## src/rtl/eco_lane_logic_pipe.sv

```systemverilog
// Per-lane runtime-selectable two-input gate with a 2-stage valid/ready pipeline,
// reduction flags on the result and a wrapping output-handshake counter.
module eco_lane_logic_pipe #(
  parameter  int WIDTH = 4,
  parameter  int CNT_W = 16,
  localparam int LW    = $clog2(WIDTH)
) (
  input  logic             clk,
  input  logic             rst_n,
  input  logic             cfg_we_i,
  input  logic [LW-1:0]    cfg_lane_i,
  input  logic [1:0]       cfg_op_i,
  input  logic             in_valid_i,
  output logic             in_ready_o,
  input  logic [WIDTH-1:0] a_i,
  input  logic [WIDTH-1:0] b_i,
  output logic             out_valid_o,
  input  logic             out_ready_i,
  output logic [WIDTH-1:0] y_o,
  output logic             y_par_o,
  output logic             y_all_o,
  output logic [CNT_W-1:0] out_cnt_o
);

  typedef enum logic [1:0] {
    OP_AND  = 2'b00,
    OP_OR   = 2'b01,
    OP_XOR  = 2'b10,
    OP_ANDN = 2'b11
  } op_e;

  op_e              op_q [WIDTH];
  op_e              op_d [WIDTH];
  logic [WIDTH-1:0] lane_res;

  logic             s1_valid_q, s1_valid_d;
  logic [WIDTH-1:0] z_q, z_d;
  logic             s2_valid_q, s2_valid_d;
  logic [WIDTH-1:0] y_q, y_d;
  logic             par_q, par_d;
  logic             all_q, all_d;
  logic [CNT_W-1:0] cnt_q, cnt_d;

  logic s2_adv;
  logic accept;
  logic out_hs;

  // Lane indices past WIDTH never match any lane, so such writes drop silently.
  always_comb begin
    op_d = op_q;
    if (cfg_we_i) begin
      for (int i = 0; i < WIDTH; i++) begin
        if (cfg_lane_i == LW'(i)) op_d[i] = op_e'(cfg_op_i);
      end
    end
  end

  always_comb begin
    lane_res = '0;
    for (int i = 0; i < WIDTH; i++) begin
      unique case (op_q[i])
        OP_AND:  lane_res[i] = a_i[i] &  b_i[i];
        OP_OR:   lane_res[i] = a_i[i] |  b_i[i];
        OP_XOR:  lane_res[i] = a_i[i] ^  b_i[i];
        OP_ANDN: lane_res[i] = a_i[i] & ~b_i[i];
        default: lane_res[i] = 1'b0;
      endcase
    end
  end

  assign s2_adv     = s1_valid_q && (!s2_valid_q || out_ready_i);
  assign in_ready_o = !s1_valid_q || s2_adv;
  assign accept     = in_valid_i && in_ready_o;
  assign out_hs     = s2_valid_q && out_ready_i;

  // Stage 1 samples with the op table as it stood before this edge's write.
  always_comb begin
    s1_valid_d = s1_valid_q;
    z_d        = z_q;
    if (accept) begin
      s1_valid_d = 1'b1;
      z_d        = lane_res;
    end else if (s2_adv) begin
      s1_valid_d = 1'b0;
    end
  end

  always_comb begin
    s2_valid_d = s2_valid_q;
    y_d        = y_q;
    par_d      = par_q;
    all_d      = all_q;
    if (s2_adv) begin
      s2_valid_d = 1'b1;
      y_d        = z_q;
      par_d      = ^z_q;
      all_d      = &z_q;
    end else if (out_hs) begin
      s2_valid_d = 1'b0;
    end
  end

  always_comb begin
    cnt_d = cnt_q;
    if (out_hs) cnt_d = cnt_q + CNT_W'(1);
  end

  always_ff @(posedge clk or negedge rst_n) begin
    if (!rst_n) begin
      op_q       <= '{default: OP_AND};
      s1_valid_q <= 1'b0;
      z_q        <= '0;
      s2_valid_q <= 1'b0;
      y_q        <= '0;
      par_q      <= 1'b0;
      all_q      <= 1'b0;
      cnt_q      <= '0;
    end else begin
      op_q       <= op_d;
      s1_valid_q <= s1_valid_d;
      z_q        <= z_d;
      s2_valid_q <= s2_valid_d;
      y_q        <= y_d;
      par_q      <= par_d;
      all_q      <= all_d;
      cnt_q      <= cnt_d;
    end
  end

  assign out_valid_o = s2_valid_q;
  assign y_o         = y_q;
  assign y_par_o     = par_q;
  assign y_all_o     = all_q;
  assign out_cnt_o   = cnt_q;

endmodule

```

## config.mk

```make
export PLATFORM = sky130hd
export DESIGN_NAME = eco_lane_logic_pipe
export DESIGN_NICKNAME = d
export VERILOG_FILES = /design/src/rtl/eco_lane_logic_pipe.sv
export SDC_FILE = /design/constraint.sdc
export NUM_CORES = 1
export LEC_CHECK = 0
export ABC_AREA = 1
export BUFFER_PORTS_ARGS = -buffer_cell sky130_fd_sc_hd__buf_4
export CAP_MARGIN = 15
export CORE_MARGIN = 2
export CORE_UTILIZATION = 54
export CTS_BUF_LIST = sky130_fd_sc_hd__clkbuf_8 sky130_fd_sc_hd__clkbuf_16
export CTS_CLUSTER_SIZE = 12
export DETAILED_ROUTE_END_ITERATION = 10
export GPL_TIMING_DRIVEN = 0
export PLACE_DENSITY = 0.83
export SLEW_MARGIN = 20
export SYNTH_ARGS = -nofsm -noshare
export SYNTH_HDL_FRONTEND = slang
export SYNTH_SLANG_ARGS = --single-unit
```

## constraint.sdc

```tcl
create_clock -name clk -period 1.4 [get_ports clk]
set_clock_uncertainty 0.05 [all_clocks]
set_input_delay 0 -clock clk [delete_from_list [all_inputs] [get_ports clk]]
set_output_delay 0 -clock clk [all_outputs]
set_load 0.05 [all_outputs]
```

==> run_results.csv <==
group,metric,value,unit
floorplan,fp-row-count,22,
setup_path,worstPathCellList,"ha_4, nand2_1, inv_2, nand3_2, nor2_2, nand2_1, nand2_1, nand2_1",
worst_hold_path,hold_path_class,"primary input to flop",
power,comb_power_share,40.2,%
sta,rsz0062_at_grt,"no",
final_layout,syn2layout_area_growth,30.56,%
synth,synth-seq-cells,36,
status,outcome,"finished, final reports clean",
power,power_density,1451,nW/um^2
synth,synth_nets,283,
setup_path,path_class,"flop to flop",
setup_path,critPathMaxFanout,4,
power,leakagePower,1.390,nW
clock_network,insertion_delay,0.29,ns
global_route,antenna_found_initial,0,
setup_path,cp_slowest_cell,"dfrtp_2",
setup_path,critPathMaxStageDelay,0.42,ns
clock_network,cts_buffers,5,
routing,vias,1703,
job,max-cap-violations,0,
setup_path,end_kind,"flop",
power,pwr-share-clk,19.6,%
global_route,first_global_vias,1582,
sta,slew_viol_final,0,
synth,synth_edf_count,0,
power,intPower,2.197,mW
synth,synth_cell_types,17,
synth,yosys-top-cells-count,"64 x nand2_1, 47 x inv_1, 36 x dfrtp_1",
clock_network,cts.sinks,36,
floorplan,dieArea,4210,sq um
sta,hold_viol_final,0,
sta,setup_tns,0,ns
final_layout,finalInstanceArea,2614,sq um
synth,syn-mean-instance-area,8.105,sq um
routing,drt-initial-drc-count,102,
clock_network,cts_root_buffer,"clkbuf_8",
final_layout,drive_above_1_share,24.51,%
clock_network,htreeDepth,2,
setup_path,worstPathArrival,1.43,ns
place,placed_cell_area,2402,sq um
floorplan,fp.dieH,64.89,microns
place,gp_congestion,0.8356,
global_route,overflow,0,
synth,synth_area,2002,sq um
routing,antenna_left,0,
synth,synth_cells,247,
power,p_sw,1.596,mW
routing,first_pass_iters,4,
setup_path,crit_top_cell,"nand2_1",
floorplan,core,3606,sq um
final_layout,num_antenna_cells,0,
sta,max_slew_margin,70.20,%
setup_path,critical_path_required,1.53,ns
place,numPortBuffers,40,
routing,drc,0,
synth,synth_top_area_share,45.00,%
synth,yosysSeqAreaShare,45.00,%
routing,vias_per_cell,4.811,
clock_network,path_clk_slew,0.07,ns
sta,tightest_slew,0.4469,ns
power,vdd_ir_drop_max,0.7005,mV
power,netSwitchingFraction,42.08,%
global_route,grt_usage,20.06,%
sta,finalSetupViolations,0,
global_route,grt_pass1_wl,6555,microns
synth,async_flop_share,100.0,%
global_route,grt_max_degree,37,
sta,period_share,92.61,%
floorplan,ios,41,
synth,synth_warnings,0,
synth,synth.area.top_cells,"dfrtp_1 45%, nand2_1 12%, ha_1 12%, inv_1 8.8%, nor2_1 3.9%",
sta,fmax,771.3,MHz
floorplan,die_w,64.89,microns
floorplan,initial_utilization,55.52,%
routing,wire_per_inst,10.87,microns
synth,synth.most_common_cell,"nand2_1",
sta,finalCriticalPeriod,1.297,ns
setup_path,startpoint_type,"flop",
power,total_power,3.793,mW
place,dp_hpwl,2750,microns
synth,yosys.area.top_type,"dfrtp_1",
power,p_seq_share,40.2,%
final_layout,n_fill_cell,288,
synth,synth-main-ff-cell,"dfrtp_1",
clock_network,clock_path_buffers,2,
routing,drt_wl_total,3848,microns
final_layout,final_nets,341,
clock_network,cts_tree,"yes",
## metal layers
metal | vias to the layer above | part of all wire (%) | wire length [microns] | track usage [%]
li1 | 875 | - | - | -
met1 | 780 | 45 | 1746 | 25.37
met2 | 38 | 48 | 1859 | 32.60
met3 | 10 | 3.7 | 142 | 3.993
met4 | 0 | 2.6 | 100 | 10.11
met5 | - | 0 | 0 | 0
## critical path: cells and delay by family (launching register included)
kind	cells	cell delay (ns)
adder cells (fa/ha/maj)	1	0.14
buffers and inverters	1	0.08
flip-flops	1	0.42
AND/OR/NAND/NOR	6	0.50
## cell usage in the layout (no fill, tap or decap)
cell type,instances
clkbuf_8,6
dfrtp_1,24
nor3_2,1
ha_1,18
dlygate4sd3_1,9
xor2_1,5
nand4_1,4
nand3_2,1
a21oi_1,8
inv_1,46
nand3_4,1
nand2_1,63
o21ai_1,1
a21oi_2,1
nand3b_1,1
nand3_1,14
ha_4,1
nor2_2,4
nor2_4,1
o21ai_0,12
nand2_2,2
inv_2,3
xnor2_1,7
dfrtp_2,12
buf_4,42
nor2_1,19
## timing repair
item	CTS	global route
endpoints found under the setup margin	0	12
resized for setup	0	6
setup buffers	0	2
hold buffers	9	0
hold endpoints to repair	50	0
## final timing paths
check                                              start                   endpoint  slack [ns]  depth (start not counted)
worst max-delay path            out_cnt_o[1]$_DFFE_PN0P_  out_cnt_o[12]$_DFFE_PN0P_        0.10                          8
worst min-delay path                       cfg_lane_i[1]        op_q[0]$_DFFE_PN0P_        0.01                          3
worst max register to register  out_cnt_o[1]$_DFFE_PN0P_  out_cnt_o[12]$_DFFE_PN0P_        0.10                          8
worst min register to register        y_o[2]$_DFFE_PN0P_         y_o[2]$_DFFE_PN0P_        0.42                          2
max in group asynchronous                          rst_n    out_valid_o$_DFFE_PN0P_        0.82                          2
min in group asynchronous                          rst_n        op_q[3]$_DFFE_PN0P_        0.14                          2
## sequential cells by signal, summed over array words and instances (netlist names)
register / cells
out_cnt_o: 16
op_q: 8
y_o: 4
z_q: 4
out_valid_o: 1
s1_valid_q: 1
y_all_o: 1
y_par_o: 1
## power by group through the flow
stage               clock [mW]  sequential (mW)  combinational, mW
global route             0.793             1.56               1.65
floorplan                    0             2.03              0.522
detailed placement           0             1.53               1.47
CTS                      0.758             1.51               1.50
global placement             0             1.52               1.44
finish                   0.745             1.52               1.52
## logic make-up after synthesis
group,synth area share (%)
buf+inv,8.813
xor+xnor,5.250
fa+ha+maj,11.88
compound gates,5.500
flops,45.00
simple gates,23.56
## per-stage QoR
step	instances	setup WS (ns)	util [%]	hold slack [ns]
3_5_place_dp	335	0.02606	66.62	-0.06932
5_1_grt	354	0.003335	72.48	0.05578
4_1_cts	352	0.003384	71.62	0.01049
3_3_place_gp	335	0.06991	66.62	-0.07551
2_1_floorplan	247	0.002090	-	-0.3456
6_report	354	0.1035	72.48	0.01413
## final cells by class
class	count	area [sq um]	area share (%)
clock buffers	6	82.58	3.159
clock inverters	2	7.507	0.2872
multi-input cells	164	965.9	36.96
flip-flops and latches	36	915.9	35.04
inverters	47	176.4	6.750
repair buffers	51	405.4	15.51
well taps	48	60.06	2.298
No activity file was read; power rests on OpenSTA's default activity.
